==> src/rtl/ctrl_pipe.sv <==
// ctrl_pipe: decodes fetched instructions into control words carried through ID/EX/MEM/WB and
// owns the core hazard logic. Define CTRL_PIPE_PERF_EN to add saturating stall/flush counters.
module ctrl_pipe #(
  parameter int INSTR_W  = 32,
  parameter int OPCODE_W = 5,
  parameter int REG_W    = 4,
  parameter int ALU_OP_W = 4
`ifdef CTRL_PIPE_PERF_EN
  , parameter int CNT_W  = 16
`endif
) (
  input  logic                  clk,
  input  logic                  rst,
  input  logic                  if_valid,
  input  logic [INSTR_W-1:0]    if_instr,
  output logic                  if_ready,
  input  logic                  branch_taken,
  input  logic                  mem_ready,
  output logic                  ex_valid,
  output logic                  mem_valid,
  output logic                  wb_valid,
  output logic [8+ALU_OP_W-1:0] ex_ctrl,
  output logic [8+ALU_OP_W-1:0] mem_ctrl,
  output logic [8+ALU_OP_W-1:0] wb_ctrl,
  output logic [REG_W-1:0]      ex_ra,
  output logic [REG_W-1:0]      ex_rb,
  output logic [REG_W-1:0]      ex_rd,
  output logic [REG_W-1:0]      mem_rd,
  output logic [REG_W-1:0]      wb_rd,
  output logic                  illegal
`ifdef CTRL_PIPE_PERF_EN
  , output logic [CNT_W-1:0]    perf_stall
  , output logic [CNT_W-1:0]    perf_flush
`endif
);

  localparam int CTRL_W  = 8 + ALU_OP_W;
  localparam int B_REGWR = CTRL_W - 1;
  localparam int B_MEMEN = CTRL_W - 2;
  localparam int B_MEMRW = CTRL_W - 3;
  localparam int B_BR    = ALU_OP_W;
  localparam int OP_LSB  = INSTR_W - OPCODE_W;
  localparam int RD_LSB  = OP_LSB - REG_W;
  localparam int RA_LSB  = RD_LSB - REG_W;
  localparam int RB_LSB  = RA_LSB - REG_W;

  localparam logic [OPCODE_W-1:0] OP_NOP = OPCODE_W'(0);
  localparam logic [OPCODE_W-1:0] OP_ADD = OPCODE_W'(1);
  localparam logic [OPCODE_W-1:0] OP_SUB = OPCODE_W'(2);
  localparam logic [OPCODE_W-1:0] OP_AND = OPCODE_W'(3);
  localparam logic [OPCODE_W-1:0] OP_ORR = OPCODE_W'(4);
  localparam logic [OPCODE_W-1:0] OP_NOR = OPCODE_W'(5);
  localparam logic [OPCODE_W-1:0] OP_XOR = OPCODE_W'(6);
  localparam logic [OPCODE_W-1:0] OP_LSL = OPCODE_W'(7);
  localparam logic [OPCODE_W-1:0] OP_LSR = OPCODE_W'(8);
  localparam logic [OPCODE_W-1:0] OP_LDW = OPCODE_W'(9);
  localparam logic [OPCODE_W-1:0] OP_LDB = OPCODE_W'(10);
  localparam logic [OPCODE_W-1:0] OP_STW = OPCODE_W'(11);
  localparam logic [OPCODE_W-1:0] OP_STB = OPCODE_W'(12);
  localparam logic [OPCODE_W-1:0] OP_BNE = OPCODE_W'(13);
  localparam logic [OPCODE_W-1:0] OP_BST = OPCODE_W'(14);
  localparam logic [OPCODE_W-1:0] OP_BLT = OPCODE_W'(15);
  localparam logic [OPCODE_W-1:0] OP_MOV = OPCODE_W'(16);

  localparam logic [ALU_OP_W-1:0] ALU_ADD = ALU_OP_W'(0);
  localparam logic [ALU_OP_W-1:0] ALU_SUB = ALU_OP_W'(1);
  localparam logic [ALU_OP_W-1:0] ALU_AND = ALU_OP_W'(2);
  localparam logic [ALU_OP_W-1:0] ALU_ORR = ALU_OP_W'(3);
  localparam logic [ALU_OP_W-1:0] ALU_NOR = ALU_OP_W'(4);
  localparam logic [ALU_OP_W-1:0] ALU_XOR = ALU_OP_W'(5);
  localparam logic [ALU_OP_W-1:0] ALU_LSL = ALU_OP_W'(6);
  localparam logic [ALU_OP_W-1:0] ALU_LSR = ALU_OP_W'(7);

  // Packed as {regWrEn, memEn, memRW, memByte, SEL_valB, SEL_wrData, SEL_destReg, is_branch, alu_op}
  function automatic logic [CTRL_W-1:0] decode(input logic [OPCODE_W-1:0] op);
    logic [7:0]          f;
    logic [ALU_OP_W-1:0] alu;
    f   = 8'b0000_0000;
    alu = ALU_ADD;
    case (op)
      OP_ADD: begin f = 8'b1000_0000; alu = ALU_ADD; end
      OP_SUB: begin f = 8'b1000_0000; alu = ALU_SUB; end
      OP_AND: begin f = 8'b1000_0000; alu = ALU_AND; end
      OP_ORR: begin f = 8'b1000_0000; alu = ALU_ORR; end
      OP_NOR: begin f = 8'b1000_0000; alu = ALU_NOR; end
      OP_XOR: begin f = 8'b1000_0000; alu = ALU_XOR; end
      OP_LSL: begin f = 8'b1000_0000; alu = ALU_LSL; end
      OP_LSR: begin f = 8'b1000_0000; alu = ALU_LSR; end
      OP_LDW: f = 8'b1100_1110;
      OP_LDB: f = 8'b1101_1110;
      OP_STW: f = 8'b0110_1000;
      OP_STB: f = 8'b0111_1000;
      OP_BNE: begin f = 8'b0000_0001; alu = ALU_XOR; end
      OP_BST: begin f = 8'b0000_0001; alu = ALU_XOR; end
      OP_BLT: begin f = 8'b0000_0001; alu = ALU_SUB; end
      OP_MOV: f = 8'b1000_0000;
      default: begin f = 8'b0000_0000; alu = ALU_ADD; end
    endcase
    return {f, alu};
  endfunction

  function automatic logic is_known(input logic [OPCODE_W-1:0] op);
    return op <= OP_MOV;
  endfunction

  function automatic logic uses_rb(input logic [OPCODE_W-1:0] op);
    return (op >= OP_ADD && op <= OP_LSR) || op == OP_STW || op == OP_STB ||
           op == OP_BNE || op == OP_BST || op == OP_BLT;
  endfunction

  logic                id_vld_q;
  logic [OPCODE_W-1:0] id_op_q;
  logic [REG_W-1:0]    id_rd_q, id_ra_q, id_rb_q;
  logic                ex_vld_q, mem_vld_q, wb_vld_q, ill_q;
  logic [CTRL_W-1:0]   ex_ctrl_q, mem_ctrl_q, wb_ctrl_q;
  logic [REG_W-1:0]    ex_rd_q, ex_ra_q, ex_rb_q, mem_rd_q, wb_rd_q;

  logic [CTRL_W-1:0]   ex_ctrl_d;
  logic [REG_W-1:0]    ex_rd_d, ex_ra_d, ex_rb_d;
  logic                ill_d;
  logic                mem_stall, flush, load_use, ra_hit, rb_hit, accept;
  logic                unused_instr_bits;

  assign unused_instr_bits = ^if_instr[RB_LSB-1:0];

  assign mem_stall = mem_vld_q && mem_ctrl_q[B_MEMEN] && !mem_ready;
  assign flush     = ex_vld_q && ex_ctrl_q[B_BR] && branch_taken && !mem_stall;
  assign ra_hit    = (id_op_q != OP_NOP) && (id_ra_q == ex_rd_q);
  assign rb_hit    = uses_rb(id_op_q) && (id_rb_q == ex_rd_q);
  assign load_use  = ex_vld_q && ex_ctrl_q[B_MEMEN] && !ex_ctrl_q[B_MEMRW] && id_vld_q &&
                     (ra_hit || rb_hit) && !mem_stall && !flush;
  assign if_ready  = !rst && !mem_stall && !flush && !load_use;
  assign accept    = if_valid && if_ready;

  // ID -> EX: decode from the ID register; an empty ID produces a bubble
  always_comb begin
    ex_ctrl_d = '0;
    ex_rd_d   = '0;
    ex_ra_d   = '0;
    ex_rb_d   = '0;
    ill_d     = 1'b0;
    if (id_vld_q) begin
      ex_ctrl_d = decode(id_op_q);
      ex_rd_d   = id_rd_q;
      ex_ra_d   = id_ra_q;
      ex_rb_d   = id_rb_q;
      ill_d     = !is_known(id_op_q);
    end
  end

  always_ff @(posedge clk) begin
    if (rst) begin
      id_vld_q  <= 1'b0;  id_op_q  <= '0;  id_rd_q <= '0;  id_ra_q <= '0;  id_rb_q <= '0;
      ex_vld_q  <= 1'b0;  ex_ctrl_q <= '0; ex_rd_q <= '0;  ex_ra_q <= '0;  ex_rb_q <= '0;
      mem_vld_q <= 1'b0;  mem_ctrl_q <= '0; mem_rd_q <= '0;
      wb_vld_q  <= 1'b0;  wb_ctrl_q <= '0; wb_rd_q <= '0;
      ill_q     <= 1'b0;
    end else if (mem_stall) begin
      wb_vld_q  <= 1'b0;
      wb_ctrl_q <= '0;
      wb_rd_q   <= '0;
      ill_q     <= 1'b0;
    end else begin
      wb_vld_q   <= mem_vld_q;
      wb_ctrl_q  <= mem_ctrl_q;
      wb_rd_q    <= mem_rd_q;
      mem_vld_q  <= ex_vld_q;
      mem_ctrl_q <= ex_ctrl_q;
      mem_rd_q   <= ex_rd_q;
      if (flush || load_use) begin
        ex_vld_q  <= 1'b0;  ex_ctrl_q <= '0;  ex_rd_q <= '0;  ex_ra_q <= '0;  ex_rb_q <= '0;
        ill_q     <= 1'b0;
      end else begin
        ex_vld_q  <= id_vld_q;
        ex_ctrl_q <= ex_ctrl_d;
        ex_rd_q   <= ex_rd_d;
        ex_ra_q   <= ex_ra_d;
        ex_rb_q   <= ex_rb_d;
        ill_q     <= ill_d;
      end
      if (flush) begin
        id_vld_q <= 1'b0;
      end else if (!load_use) begin
        id_vld_q <= accept;
        if (accept) begin
          id_op_q <= if_instr[OP_LSB +: OPCODE_W];
          id_rd_q <= if_instr[RD_LSB +: REG_W];
          id_ra_q <= if_instr[RA_LSB +: REG_W];
          id_rb_q <= if_instr[RB_LSB +: REG_W];
        end
      end
    end
  end

  assign ex_valid  = ex_vld_q;
  assign mem_valid = mem_vld_q;
  assign wb_valid  = wb_vld_q;
  assign ex_ctrl   = ex_ctrl_q;
  assign mem_ctrl  = mem_ctrl_q;
  assign wb_ctrl   = wb_ctrl_q;
  assign ex_rd     = ex_rd_q;
  assign ex_ra     = ex_ra_q;
  assign ex_rb     = ex_rb_q;
  assign mem_rd    = mem_rd_q;
  assign wb_rd     = wb_rd_q;
  assign illegal   = ill_q;

`ifdef CTRL_PIPE_PERF_EN
  function automatic logic [CNT_W-1:0] sat_inc(input logic [CNT_W-1:0] v);
    return (v == {CNT_W{1'b1}}) ? v : v + CNT_W'(1);
  endfunction

  logic [CNT_W-1:0] perf_stall_q, perf_flush_q;

  always_ff @(posedge clk) begin
    if (rst) begin
      perf_stall_q <= '0;
      perf_flush_q <= '0;
    end else begin
      if (mem_stall || load_use) perf_stall_q <= sat_inc(perf_stall_q);
      if (flush)                 perf_flush_q <= sat_inc(perf_flush_q);
    end
  end

  assign perf_stall = perf_stall_q;
  assign perf_flush = perf_flush_q;
`endif

  // Register-field check only matters for parameter sets where the regWrEn bit exists
  logic unused_regwr_bit;
  assign unused_regwr_bit = ex_ctrl_q[B_REGWR];

endmodule

==> config.mk <==
export PLATFORM = sky130hd
export DESIGN_NAME = ctrl_pipe
export DESIGN_NICKNAME = d
export VERILOG_FILES = /design/src/rtl/ctrl_pipe.sv
export SDC_FILE = /design/constraint.sdc
export NUM_CORES = 1
export LEC_CHECK = 0
export BUFFER_PORTS_ARGS = -buffer_cell sky130_fd_sc_hd__buf_2
export CAP_MARGIN = 20
export CORE_MARGIN = 2
export CORE_UTILIZATION = 49
export DETAILED_ROUTE_END_ITERATION = 10
export PLACE_DENSITY = 0.79
export SLEW_MARGIN = 0
export SYNTH_ARGS = -nofsm -noshare
export SYNTH_HDL_FRONTEND = slang
export SYNTH_SLANG_ARGS = --single-unit
==> constraint.sdc <==
create_clock -name clk -period 2.9 [get_ports clk]
set_input_delay 0.87 -clock clk [delete_from_list [all_inputs] [get_ports clk]]
set_output_delay 0.87 -clock clk [all_outputs]
set_load 0.02 [all_outputs]
# == Yosys cells after proc, flatten, opt, wreduce, memory -nomap -nowiden ==
# Index checks and enable logic that the tools add are counted.
# op_classes
reduce_logical,41
muxes,13
bitwise_logic,4
n_lt_le_gt_ge,3
eq_ne,19
# ops
operator,n
case mux 8 bit (6 select lines),1
"equality test 5 x 4 -> 1 bit, second input constant",8
2-to-1 mux 12 bit,2
2-to-1 mux 4 bit,6
case mux 3 bit (7 select lines),1
"equality test 5 x 3 -> 1 bit, second input constant",4
logical AND 1 bit,18
"equality test 5 x 2 -> 1 bit, second input constant",2
OR reduction 9 bit,1
equality test 4 bit,2
zero test 1 bit,7
logical OR 1 bit,7
OR reduction 3 bit,2
"equality test 5 x 1 -> 1 bit, second input constant",1
"equality test 5 bit, second input constant",1
">= comparator 5 x 1 -> 1 bit, second input constant",1
"less-or-equal comparator 5 x 4 -> 1 bit, second input constant",1
"less-or-equal comparator 5 bit, second input constant",1
nonzero test 5 bit,1
inverter 1 bit,4
AND reduction 4 bit,1
OR reduction 2 bit,2
OR reduction 4 bit,1
2-to-1 mux 1 bit,3
2 further kinds,2
# totals
output_inout_bits,61
in_bits,37
regBits,78

# == Depth between registers and ports, before layout ==
# Gate-level depths: netlist (run 1).
# logic_depth
depth_word,17
mapped_depth,10

# == Least setup slack after synthesis (run 1) ==
# Ideal clock, no wire load.
# synth_timing
path_kind,input to output
from,in mem_ready
to,out if_ready
slack_ns,0.049
t_required_ns,2.030
t_arrival_ns,1.981
stages,6
path_cell_list,nand3b_1 > nand2_1 > a2111o_1 > o211ai_4 > inv_4 > buf_2
# synth_via
elab_chain_cells,8
elab_cells_between_ends,11
classes_between,11 x reduce/logical
# synth_rtl
item,line_no,rtl
from (decl),18,"input logic mem_ready,"
zero test 1 bit *,126,assign mem_stall = mem_vld_q && mem_ctrl_q[B_MEMEN] && !mem_ready;
logical AND 1 bit *,126,
zero test 1 bit *,"127, 131, 132",
logical AND 1 bit,127,assign flush = ex_vld_q && ex_ctrl_q[B_BR] && branch_taken && !mem_stall;
zero test 1 bit,"131, 132",
logical AND 1 bit,131,(ra_hit || rb_hit) && !mem_stall && !flush;
zero test 1 bit,--,
logical AND 1 bit *,132,assign if_ready = !rst && !mem_stall && !flush && !load_use;
to (decl),16,"output logic if_ready,"
# Mark *: on every way between the ends. The rest lies on a longest branch, timed or not.

# == Worst setup path in the final report (run 1) ==
# layout_timing
from,reg ex_ctrl_q[10] (netlist: ex_ctrl[10])
to,out if_ready
# layout_via
elab_chain_cells,8
# layout_rtl
item,line_no,rtl
from (decl),115,"logic [CTRL_W-1:0] ex_ctrl_q, mem_ctrl_q, wb_ctrl_q;"
from (signal assigned),175,ex_ctrl_q <= ex_ctrl_d;
logical AND 1 bit (4 in a row),130,assign load_use = ex_vld_q && ex_ctrl_q[B_MEMEN] && !ex_ctrl_q[B_MEMRW] && id_vld_q &&
logical AND 1 bit (2 in a row),131,
zero test 1 bit,--,
logical AND 1 bit,132,
# Every way passes these cells.

==> results of run 1 <==
[cell usage in the layout (no fill, tap or decap), types with 2 or more instances in the layout]
cell	n
nand4_1	2
buf_2	79
nor3_1	2
xor2_1	2
a22o_1	17
o21ai_0	19
conb_1	3
inv_1	3
nand3b_1	5
nand2_1	35
clkbuf_1	2
nor2_1	14
a21oi_1	35
dfxtp_1	67
buf_4	13
a31oi_1	2
nand3_1	21
xnor2_1	11
clkbuf_8	10
and3_1	15
clkinv_2	2
[state kept, by name, summed over array words and instances, names as in the netlist, 5 cells and up]
| register | count |
|---|---|
| ex_ctrl | 9 |
| id_op_q | 5 |
| mem_ctrl | 9 |
| wb_ctrl | 9 |
[kinds of logic after synthesis]
group	share of synthesized area, %
AO/OA/AOI/OAI	19.5
XOR/XNOR	4.19
AND/OR/NAND/NOR	18.1
buffers and inverters	7.28
other	0.138
flip-flops	50.9
[report_power, final]
group,leakage [uW],total (uW),switching (uW),internal (uW)
registers,0.000560,982,17.5,964
logic,0.000849,135,80.7,53.8
clock network,0.0000964,768,350,418
[worst max-delay path by stage]
| stage | from | end | slack [ns] |
|---|---|---|---|
| global route | id_op_q[1] | if_ready | 0.002 |
| detailed placement | mem_ready | if_ready | 0.13 |
| floorplan | mem_ready | if_ready | 0.05 |
| finish | ex_ctrl[10] | if_ready | 0.06 |
| global placement | mem_ready | if_ready | 0.13 |
| CTS | id_op_q[1] | if_ready | 0.008 |
[worst max-delay path, cell delays in order (launching register included)]
cell      delay (ns)
dfxtp_1         0.38
nor2b_2         0.28
nand4b_1        0.15
a2111o_1        0.46
o211ai_4        0.14
inv_4           0.05
buf_2           0.15
[synth_stat cells, types with 2 or more instances]
master	number	area share (%)
nor3_1	2	0.37
nand4_1	2	0.46
and3_1	15	3.5
buf_6	3	1.2
xor2_1	2	0.64
dfxtp_1	69	51
xnor2_1	11	3.5
nand3_1	21	3.9
inv_1	3	0.41
nand3b_1	5	1.4
clkbuf_1	16	2.2
buf_4	9	2.5
nand2_1	35	4.8
a21oi_1	35	6.4
a31oi_1	2	0.46
a22o_1	17	5.5
buf_2	3	0.55
nor2_1	14	1.9
o21ai_0	19	3.5
[through the flow]
| stage | setup WS [ns] | hold slack, ns | instances | cell area [um^2] | utilization (%) |
|---|---|---|---|---|---|
| after global placement | 0.127 | 0.447 | 432 | 3100 | 56.9 |
| after floorplan | 0.0485 | 0.442 | 304 | 2720 | - |
| after detailed placement | 0.131 | 0.456 | 432 | 3100 | 56.9 |
| after global routing | 0.00180 | 0.490 | 452 | 3340 | 61.5 |
| after CTS | 0.00784 | 0.465 | 448 | 3300 | 60.6 |
| final | 0.0593 | 0.464 | 452 | 3340 | 61.5 |
[cell type report]
class,count,area share (%)
Clock buffer,12,4.34
Clock inverter,4,1.42
Inverter,4,0.524
Multi-Input combinational cell,199,34.8
Sequential cell,69,41.5
Tap cell,72,2.69
Timing Repair Buffer,92,14.7
[layer usage]
layer | wire length (um) | track usage [%] | vias to the layer above
met3 | 441 | 6.55 | 10
met5 | 0 | 0 | -
met1 | 2810 | 27.1 | 1095
met4 | 100 | 10.7 | 0
li1 | - | - | 1191
met2 | 2910 | 31.0 | 90
[repair_timing]
item,4_1_cts,5_1_grt
endpoints found under the setup margin,1,1
pin swaps,0,2
gates cloned,0,0
setup buffers,0,4
hold endpoints to repair,0,0
resized for setup,3,3
==> results summary, run 1 <==
STA classifies the critical path endpoint as a primary output. Data on the critical path is required at its endpoint by 2.03 ns. After routing, the total negative slack on setup checks comes to 0 ns. The final estimated routing congestion in global placement is 0.842.

CTS placed an instance of clkbuf_8 at the clock tree root. The register bit count reported by yosys is 69. The class of the tightest hold or removal check is reg2reg. The worst hold path was traced through 2 stages. The count of port buffers added during placement is a little under 80. The instance count of the mapped netlist is 302.

The net count of the finished layout came out at 412. The start-to-end type of the worst setup path is reg2out. The number of buffers between clock root and the deepest sink came out at 2. Along the worst path, the maximum fanout reaches 5. For this design, the sink count on the clock tree is 69. The analysis attributes to cell leakage a power of 0.00150 uW. The total number of vias came out at 2386. The number of pins exceeding their max-slew limit in the final report came out at 0. The number of fill cells is 504. Setup repair after global routing left no endpoint under its margin. Summing internal, switching and leakage power gives 1880 uW. The via-per-instance ratio is 5.28.

The post-synthesis instance area came out at 2720 um^2. For this run, design rule violations remaining after detail routing come to 0. The launch instance of the worst register-to-register path is ex_ctrl[10]. Sequential elements use approximately half of the synthesized area. The run finished with clean final reports. The ratio of cells with drive above 1 in the final layout is 30.5%. The fraction of registers with async set/reset came out at 0%. The relative area change from synthesis to final layout came out at 23.1%. At the worst endpoint, the arrival time is 1.97 ns. The endpoint identified for the worst register-to-register timing path is ex_rb[1]. The post-detailed-routing wire length came out at 6260 um. In this run the horizontal extent of the chip is 78.5 um.

The H-tree level count is 3. Dividing the detail-routed wire length by the instance count gives 13.8 um. The latest clock arrival within the worst-skew pair is between 0.3 and 0.4 ns. The placeable core region is between 5000 and 6000 um^2. STA classifies the critical path startpoint as a flip-flop. The I/O pin count is between 90 and 100. The first global-routing pass estimated between 9000 and 10000 um of wire. The post-synthesis area per instance came out at 8.99 um^2.

The depth of the most critical reg-to-reg path came out at 8. The via count of the first global-routing pass is between 2000 and 2500. The hold path startpoint is mem_rd[3].

IR analysis of the VDD net gives a maximum drop of roughly 0.35 mV. Dividing the final minimum period by the clock period gives a little over nine tenths. Entering global routing, the biggest net connects 37 pins. The floorplan has 27 rows. The register-to-register setup slack is just over 0.6 ns. The post-CTS clock slew at the launch and capture registers of the worst setup and hold paths came out at 0.07 ns. For this configuration, the core starts out at a cell density of 49.9%. The power per unit of standard cell area came out at 563 nW/um^2. Detailed placement ended at an HPWL of 4260 um. The first routing iteration left between 100 and 150 violations.

The floorplan die height is 78.5 um. The final number of hold-violating endpoints came out at 0. The number of endpoints failing setup at the final stage came out at 0. The number of antenna violations at the first check in global routing came out at 0. The Yosys warning count is 0. The multi-input combinational cells in the finished layout cover a total of 1160 um^2. The count of inserted antenna diode cells came out at 0. The number of hold buffers added after CTS is 0. For hold timing, the worst endpoint is mem_rd[3].

The time the final worst path needs with I/O delays and setup came out at 2.84 ns. TritonCTS built the clock tree. The maximum operating frequency came out at 352 MHz.

The sequential cells in the finished layout cover a total of approximately 1400 um^2. The die covers 6160 um^2. The most used flip-flop cell after synthesis is dfxtp_1. After global routing the overflow that remains totals 0. The global router's overall resource usage is 20.8%. The number of enable-type register cells in the synthesized netlist came out at 0. Once detail routing completed, the nets flagged for antenna violations numbered 0. The max-cap check violation count came out at 0.

The total clock buffers created by CTS came out at 9. The worst clock skew is 0.00511 ns. The detailed-router iteration count before antenna repair came out at 4. The count of cell types in the netlist is 38.
(Power assumes the default switching activity.)
==> run 2: changes to the inputs <==
ABC_CLOCK_PERIOD_IN_PS = 3500   (was unset)
CORE_UTILIZATION = 53   (was 49)
PLACE_DENSITY = 0.85   (was 0.79)
clock period = 3.5 ns   (was 2.9 ns; I/O delays follow)
==> results summary, run 2 (synthesis gave the netlist of run 1 again) <==
Gates resized during post-CTS repair numbered 0. Port buffering added 79 buffers. In this run the core area contains 26 standard-cell rows. The number of hold buffers added after CTS came out at 0.

The wire length of the first global-routing pass is 9730 um. In this design, the largest share of critical-path delay is due to compound AO/OA/AOI/OAI gates. The worst clock skew came out at ~0.009 ns. The total area of sequential cells came out at 1380 um^2.

The origin of the worst setup path is mem_ready. The hold-critical path depth came out at 2. The amount of wire on met3 after detailed routing came out at 517 um.

The tree is rooted in a clkbuf_8. The path with the worst hold slack has its endpoint at mem_ctrl[0]. The number of placed instances with taps included is 427. The routed length on met2 is between 2000 and 3000 um. The critical path's largest stage delay is around 0.4 ns.

The floorplan die height came out at roughly 76 um. The number of pins exceeding their max-slew limit in the final report is 0. The post-CTS setup buffer count came out at 0. The clock network burns roughly 37% of the power. The total clock buffers created by CTS is 9. The net switching fraction of the power came out at around a quarter. In the routed design, unresolved DRC markers number 0. The overall overflow remaining after global route is 0. The total number of vias is 2335.

Along the worst path, the maximum fanout reaches 4. The final number of hold-violating endpoints was 0. The maximum number of pins on one net before global-route repair came out at 37.

In this design, the critical path's most frequently occurring cell is buf_2. The violation count after the first detailed-routing iteration is 184. The detailed router used layers up to and including met4. The register-to-register setup slack is 1.06 ns. The number of buffers between clock root and the deepest sink came out at 2. The worst endpoint data arrival time came out at 2.15 ns. The clock sink count came out at 69. The count of inserted antenna diode cells came out at 0. After clock tree synthesis, the clock-pin slew on the worst setup and hold paths is 0.07 ns. The minimum hold slack came out at ~0.46 ns. In this run the horizontal extent of the chip is between 70 and 80 um. The signal on the critical path passes through buf_2 -> nand3b_1 -> nand2_1 -> a2111o_1 -> o211ai_4 -> inv_4 -> buf_2.

The CTS tree is yes. The part of the power in registers came out at 56.2%. The final cell count without fillers is 442.

The startpoint identified for the worst hold timing path is mem_ctrl[0]. The I/O pin count is 98. The reported leakage power is 0.00146 uW. In this run the critical register-to-register path is launched from id_op_q[0]. IR analysis of the VDD net gives a maximum drop of 0.266 mV. The half-perimeter wire length after detailed placement is between 4000 and 5000 um. The area used by multi-input combinational logic came out at 1140 um^2.

The final estimated routing congestion in global placement is about 0.86. The met1 wire length came out at 2770 um. Global routing used a little under a quarter of the available tracks. The clock reaches the later pin of the worst-skew pair after 0.34 ns. The power per unit of standard cell area came out at 450 nW/um^2. The number of endpoints failing setup at the final stage is 0.

Leaving out fill and tap cells, the most frequent cells in the layout are 79 x buf_2, 69 x dfxtp_1, 35 x nand2_1, 35 x a21oi_1, 21 x nand3_1. Setup total negative slack on the finished layout was measured at 0 ns. Together, buffers and inverters on the worst path number 3. The placeable core region came out at ~5000 um^2. The net count of the finished layout is 405. STA classifies the critical path endpoint as a primary output. The number of antenna violations at the first check in global routing came out at 0. The class of the tightest hold or removal check is reg2reg. The required time of the critical path came out at 2.45 ns. On the critical path, the stage with the largest delay is an instance of a2111o_1. The detailed-router iteration count before antenna repair is 4. The worst register-to-register path ends at illegal. In this run the remaining antenna-violating nets after routing total 0. The H-tree level count came out at 3. The max-cap check violation count came out at 0.

The via count of the first global-routing pass is slightly below 2000. In the final routed layout, each cell accounts on average for 13.9 um. The relative area change from synthesis to final layout is 18.8%. The depth of the most critical reg-to-reg path is 8. The post-detailed-routing wire length came out at 6140 um.

The maximum operating frequency is about 310 MHz. The fraction of the cycle the final worst path needs came out at between 90% and 100%. By startpoint and endpoint, the worst setup path is classified as in2out. The portion of total power attributed to combinational logic came out at 6.9%.

The cell internal power dissipation is 1090 uW. Summing internal, switching and leakage power gives 1450 uW. Leaving out fill and tap cells, the most frequent cell in the layout is buf_2. The total die area came out at 5710 um^2. The startpoint class of the critical path is an input port. The initial utilization of the core area, before any placement, comes to a little over half.

The time the final worst path needs with I/O delays and setup is 3.20 ns. The flow ran to the end, and the final reports show no timing, DRC or antenna violations. Dividing the detail-routed via count by the number of cells gives 5.28. The ratio of cells with drive above 1 in the final layout came out at 28.2%. The number of fill cells is 442. The switching power summed over all nets is 365 uW. Setup repair after global routing left no endpoint under its margin.
run 2: cell types whose count changed in the layout (fill, tap and decap cells not counted), sizes merged:
cell,before,now
buf,92,85
bufinv,1,0
clkbuf,12,10
clkinv,2,5
clkinvlp,1,0
run 2: worst max path at each step:
stage / cells after the start / endpoint
finish: 7 / if_ready
floorplan: 6 / if_ready
detailed placement: 7 / if_ready
CTS: 6 / if_ready
global placement: 7 / if_ready
global route: 6 / if_ready
run 2: final cells by class:
cell class / count / share of cell area (%)
flip-flops and latches: 69 / 42.8
repair buffers: 85 / 13.6
clock inverters: 5 / 0.891
well taps: 70 / 2.71
clock buffers: 10 / 3.95
multi-input cells: 199 / 35.5
inverters: 4 / 0.543
run 2: tightest hold or removal path, delay by kind of cell, from the launching register on:
family / cells / cell delay [ns]
simple gates: 1 / 0.05
flops: 1 / 0.31
compound gates: 1 / 0.05
run 2: stage by stage:
stage          worst slack (ns)  cell area, um^2  util, %
2_1_floorplan             0.289             2720        -
3_3_place_gp              0.314             3070     61.3
3_5_place_dp              0.314             3070     61.3
4_1_cts                   0.300             3230     64.4
5_1_grt                   0.194             3230     64.4
6_report                  0.298             3230     64.4
run 2: power groups by stage:
stage | logic [uW] | clock network, uW | registers, uW
after CTS | 101 | 546 | 816
after floorplan | 75.0 | 0 | 832
final | 101 | 536 | 817
after detailed placement | 99.9 | 0 | 834
after global routing | 113 | 587 | 819
after global placement | 97.7 | 0 | 833
run 2: layer usage:
metal,GRT usage [%],vias up
li1,-,1176
met1,31.6,1050
met2,32.5,101
met3,6.35,8
met4,12.1,0
met5,0,-
